`src/rtl/scan_mux.sv`:
```
// scan_mux: registered N-channel W-bit multiplexer with manual select and auto-scan rotation.
module scan_mux #(
  parameter int WIDTH = 4,
  parameter int CHANNELS = 4,
  parameter int SEL_W = 2,
  parameter int DWELL = 4
) (
  input  logic                        clock,
  input  logic                        reset,
  input  logic [CHANNELS*WIDTH-1:0]   data_in,
  input  logic [SEL_W-1:0]            sel,
  input  logic                        mode,
  input  logic                        hold,
  output logic [WIDTH-1:0]            data_out,
  output logic [SEL_W-1:0]            cur_sel,
  output logic                        valid,
  output logic                        wrap
);
  typedef enum logic [1:0] {MANUAL, SCAN, FROZEN} state_t;
  localparam int CW = DWELL > 1 ? $clog2(DWELL) : 1;
  localparam logic [CW-1:0] LAST = CW'(DWELL - 1);
  localparam logic [SEL_W-1:0] TOP = SEL_W'(CHANNELS - 1);
  state_t r_state, w_next_state;
  logic [CW-1:0] r_cnt, w_next_cnt;
  logic [SEL_W-1:0] r_cur_sel, w_base, w_next_sel;
  logic [WIDTH-1:0] r_data, w_ch;
  logic r_valid, r_wrap, w_step, w_wrap, w_hit;
  assign data_out = r_data;
  assign cur_sel = r_cur_sel;
  assign valid = r_valid;
  assign wrap = r_wrap;
  always_ff @(posedge clock)
    r_state <= reset ? MANUAL : w_next_state;
  always_comb begin
    w_next_state = hold ? FROZEN : mode ? SCAN : MANUAL;
    // a scan entered after an out-of-range manual select restarts at channel 0
    w_base = (r_state != SCAN && !r_valid) ? '0 : r_cur_sel;
    w_step = w_next_state == SCAN && r_cnt == LAST;
    w_wrap = w_step && w_base == TOP;
    w_next_sel = w_next_state == MANUAL ? sel : !w_step ? w_base : w_wrap ? '0 : w_base + 1'b1;
    w_next_cnt = (w_next_state == SCAN && !w_step) ? r_cnt + 1'b1 : '0;
    w_ch = '0;
    w_hit = 1'b0;
    for (int k = 0; k < CHANNELS; k++)
      if (w_next_sel == SEL_W'(k)) begin
        w_ch = data_in[k*WIDTH +: WIDTH];
        w_hit = 1'b1;
      end
  end
  always_ff @(posedge clock)
    if (reset) begin
      r_cnt <= '0;
      r_cur_sel <= '0;
      r_data <= '0;
      r_valid <= 1'b0;
      r_wrap <= 1'b0;
    end else if (w_next_state == FROZEN) begin
      r_wrap <= 1'b0;
    end else begin
      r_cnt <= w_next_cnt;
      r_wrap <= w_wrap;
      r_valid <= w_hit;
      r_data <= w_ch;
      if (w_hit) r_cur_sel <= w_next_sel;
    end
endmodule

```
`config.mk`:
```
export PLATFORM = sky130hd
export DESIGN_NAME = scan_mux
export DESIGN_NICKNAME = d
export VERILOG_FILES = /design/src/rtl/scan_mux.sv
export SDC_FILE = /design/constraint.sdc
export NUM_CORES = 1
export LEC_CHECK = 0
export ABC_AREA = 1
export BUFFER_PORTS_ARGS = -buffer_cell sky130_fd_sc_hd__buf_4
export CAP_MARGIN = 20
export CORE_MARGIN = 4
export CORE_UTILIZATION = 29
export CTS_CLUSTER_DIAMETER = 60
export CTS_CLUSTER_SIZE = 8
export DETAILED_ROUTE_END_ITERATION = 12
export SYNTH_ARGS = -nofsm -noshare
export SYNTH_HDL_FRONTEND = slang
export SYNTH_SLANG_ARGS = --single-unit
```
`constraint.sdc`:
```
create_clock -name clock -period 2.2 [get_ports clock]
set_input_delay 0.33 -clock clock [delete_from_list [all_inputs] [get_ports clock]]
set_output_delay 0.33 -clock clock [all_outputs]
set_load 0.05 [all_outputs]
```
==> metrics.txt <==
# TYPE chip_impl_metric gauge
chip_impl_metric{name="timing.hold.worst_path_depth",unit=""} 2
chip_impl_info{name="cpMaxStageDelayCell",value="dfxtp_1"} 1
chip_impl_info{name="crit-reg2reg-launch",value="valid"} 1
chip_impl_metric{name="final-max-slew-violation-count",unit=""} 0
chip_impl_metric{name="synth_cell_types",unit=""} 22
chip_impl_metric{name="max-cap-violations",unit=""} 0
chip_impl_metric{name="nNetsFinal",unit=""} 165
chip_impl_metric{name="dr_total_vias",unit=""} 780
chip_impl_metric{name="power.static_leakage",unit="nW"} 0.514
chip_impl_metric{name="timing.reg2reg.setup_slack",unit="ps"} 320
chip_impl_metric{name="area.growth.synth_to_final",unit="%"} 36.3
chip_impl_metric{name="top_level_pins",unit=""} 30
chip_impl_metric{name="post_route_cells_drive_above_1_share",unit="%"} 32.4
chip_impl_metric{name="timing.critical_path.arrival",unit="ps"} 2050
chip_impl_info{name="library_cell_with_the_highest_instance_count_after_synthesis",value="nand2_1"} 1
chip_impl_metric{name="achievable-frequency",unit="GHz"} 0.531
chip_impl_metric{name="worst_max_slew_margin_expressed_relative_to_the_limit",unit="%"} 65.8
chip_impl_metric{name="first_iter_violations",unit=""} 24
chip_impl_metric{name="tritoncts_num_sinks",unit=""} 12
chip_impl_metric{name="minimum_hold_slack",unit="ps"} 252
chip_impl_info{name="path_common_cell",value="nand2_1"} 1
chip_impl_metric{name="syn_avg_cell_area",unit="um2"} 6.73
chip_impl_info{name="crit_type",value="register to register"} 1
chip_impl_metric{name="total_gr_overflow",unit=""} 0
chip_impl_metric{name="global_route.usage.total",unit="%"} 11.5
chip_impl_info{name="min_delay_worst_endpoint",value="valid"} 1
chip_impl_info{name="worstHoldPathType",value="primary input to register"} 1
chip_impl_metric{name="post-route-drc-count",unit=""} 0
chip_impl_metric{name="antenna_found_initial",unit=""} 0
chip_impl_metric{name="dp_wirelength",unit="mm"} 1.52
chip_impl_metric{name="total_power_density_per_cell_area",unit="mW/mm2"} 515
chip_impl_metric{name="fin_crit_sh",unit="%"} 85.6
chip_impl_info{name="timing.hold.worst.start",value="reset"} 1
chip_impl_metric{name="final.min_clock_period",unit="ps"} 1880
chip_impl_metric{name="synth-seq-cells",unit=""} 12
chip_impl_metric{name="power.ir.vdd_worst",unit="mV"} 0.363
chip_impl_info{name="gate_family_responsible_for_the_most_delay_along_the_worst_path",value="simple AND/OR/NAND/NOR gates"} 1
chip_impl_metric{name="via_per_inst",unit=""} 4.67
chip_impl_metric{name="synth_async_sr_flop_share",unit="%"} 0
chip_impl_metric{name="required_time_of_the_critical_path",unit="ps"} 2360
chip_impl_metric{name="yosys_warnings",unit=""} 0
chip_impl_info{name="timing.rr.end",value="data_out[1]"} 1
chip_impl_info{name="yosys-top-cells-area",value="dfxtp_1 33%, nand2_1 16%, nand3_1 11%"} 1
chip_impl_metric{name="yosys.area.top_type_share",unit="%"} 33.0
chip_impl_info{name="launching_element_type_of_the_critical_path",value="register"} 1
chip_impl_metric{name="synth_sequential_area_ratio",unit="%"} 33.0
chip_impl_metric{name="numPlacedInstances",unit=""} 164
chip_impl_metric{name="placement_rows",unit=""} 17
chip_impl_metric{name="cts.clk_slew.worst_paths",unit="ps"} 70
chip_impl_metric{name="synthesis.instances",unit=""} 108
chip_impl_info{name="timing.critical_path.to_type",value="register"} 1
chip_impl_info{name="yosys-top-cells-count",value="31 x nand2_1, 16 x nand3_1, 12 x dfxtp_1, 12 x inv_1, 6 x nor2_1"} 1
chip_impl_info{name="cp_cell_sequence",value="inv_1 > nand2_1 > nand2_1 > inv_1 > ha_1 > nand2_1 > nor2_2 > nor2_2 > nand2_2 > nand2_4 > nor2_4 > nand2_1 > nand2_1 > clkinv_1 > nand2_1 > nand2_1"} 1
chip_impl_metric{name="tns",unit="ps"} 0
chip_impl_metric{name="firstDrtPassIters",unit=""} 4
chip_impl_info{name="post-synth-top-area-cell",value="dfxtp_1"} 1
chip_impl_metric{name="number_of_hold_buffers_added_after_cts",unit=""} 0
chip_impl_metric{name="finalClockSkew",unit="ps"} 9.83
chip_impl_metric{name="grt_first_pass_wirelength",unit="mm"} 3.03
chip_impl_metric{name="final_hold_viol_count",unit=""} 0
chip_impl_metric{name="synth-edff-count",unit=""} 0
chip_impl_metric{name="routedWlPerCell",unit="um"} 11.2
chip_impl_metric{name="cp_max_fo",unit=""} 12
chip_impl_metric{name="critPathMaxStageDelay",unit="ps"} 310
chip_impl_metric{name="clock_insertion_delay_worst_skew",unit="ps"} 270
chip_impl_metric{name="numCtsBuffers",unit=""} 3
chip_impl_metric{name="core",unit="mm2"} 0.00230
chip_impl_metric{name="final_cells",unit=""} 167
chip_impl_info{name="clock_tree_from_tritoncts",value="yes"} 1
chip_impl_metric{name="reg2regPathDepth",unit=""} 16
chip_impl_metric{name="gpl.final_weighted_congestion",unit=""} 0.733
chip_impl_metric{name="die_w",unit="um"} 58.1
chip_impl_metric{name="cts-htree-levels",unit=""} 1
chip_impl_metric{name="timing.final.setup_violations",unit=""} 0
chip_impl_metric{name="detail-route-antenna-nets",unit=""} 0
chip_impl_metric{name="design.die.area",unit="mm2"} 0.00337
chip_impl_metric{name="die_h",unit="um"} 58.1
chip_impl_metric{name="floorplan.initialDensity",unit="%"} 31.6
chip_impl_metric{name="worstPathBufferInverterCount",unit=""} 3
chip_impl_metric{name="grt_pass1_vias",unit=""} 695
chip_impl_metric{name="synthesis.nets",unit=""} 132
chip_impl_metric{name="clockBufferDepth",unit=""} 2
chip_impl_metric{name="final_util",unit="%"} 43.1
chip_impl_metric{name="post_cts_resize_count",unit=""} 0
chip_impl_metric{name="portBuffers",unit=""} 29
chip_impl_metric{name="n_antenna_cell",unit=""} 0
chip_impl_metric{name="maximum_number_of_pins_on_one_net_before_global_route_repair",unit=""} 13
chip_impl_metric{name="final.fill_count",unit=""} 249
chip_impl_metric{name="worst_pin_slew",unit="ps"} 511
chip_impl_metric{name="cts_post_setup_buffers_inserted",unit=""} 0
chip_impl_info{name="cts_root_buffer",value="clkbuf_4"} 1
chip_impl_info{name="postSynth.topFlopCell",value="dfxtp_1"} 1
chip_impl_info{name="run_status",value="completed"} 1
chip_impl_info{name="rsz0062_at_grt",value="false"} 1
chip_impl_metric{name="mappedNetlistArea",unit="um2"} 727
chip_impl_metric{name="drt-total-wl",unit="mm"} 1.87
[flip-flops by register name (all words and copies together) (netlist names)]
name / count
valid: 1
r_state: 2
cur_sel: 2
wrap: 1
data_out: 4
r_cnt: 2
[layout by cell type (no fill, tap or decap), drive strengths merged]
cell type	instances
nand2	34
buf	29
nand3	18
inv	16
dfxtp	12
nor2	10
a21oi	3
o21ai	3
o21bai	3
clkbuf	3
nor3	2
ha	2
a21boi	1
or2	1
clkinv	1
a32o	1
[kinds of logic after synthesis]
kind of cell | count (synthesis) | share of synthesized area (%)
compound gates | 11 | 9.64
fa+ha+maj | 2 | 3.44
buf+inv | 18 | 10.3
flops | 12 | 33.0
simple gates | 65 | 43.5
[power by group]
group          switching (W)  internal (W)  leakage (nW)  total [W]
clock              0.0000696     0.0000633        0.0138   0.000133
sequential        0.00000791      0.000229        0.0985   0.000237
combinational      0.0000835     0.0000567         0.402   0.000140
total               0.000161      0.000349         0.514   0.000510
[per-layer routing]
metal	GRT usage [%]	wire (um)	share of wire, %
met1	13.6	781	42
met2	19.8	936	50
met3	4.01	130	7.0
met4	2.98	17	0.91
met5	0	0	0
[metrics by stage]
step | instance area, um2 | total power (W) | worst slack [ps]
after floorplan | 727 | 0.000326 | 100
after global placement | 968 | 0.000381 | 391
after detailed placement | 968 | 0.000383 | 345
after CTS | 991 | 0.000516 | 325
after global routing | 991 | 0.000538 | 78.9
final | 991 | 0.000510 | 316
[layout make-up]
type                       count  area, um2  area share, %
sequential                    12        240           24.2
multi-input combinational     78        412           41.5
inverter                      17       63.8           6.44
tap                           28       35.0           3.54
clock buffer                   3       22.5           2.27
timing repair buffer          29        218           22.0
[how the worst max path moves through the flow]
stage,cells past startpoint,end,start
floorplan,15,data_out[1],valid
global placement,16,data_out[1],valid
detailed placement,16,data_out[1],valid
CTS,16,data_out[1],valid
global route,16,data_out[1],valid
finish,16,data_out[1],valid
No activity file was read; power rests on OpenSTA's default activity.
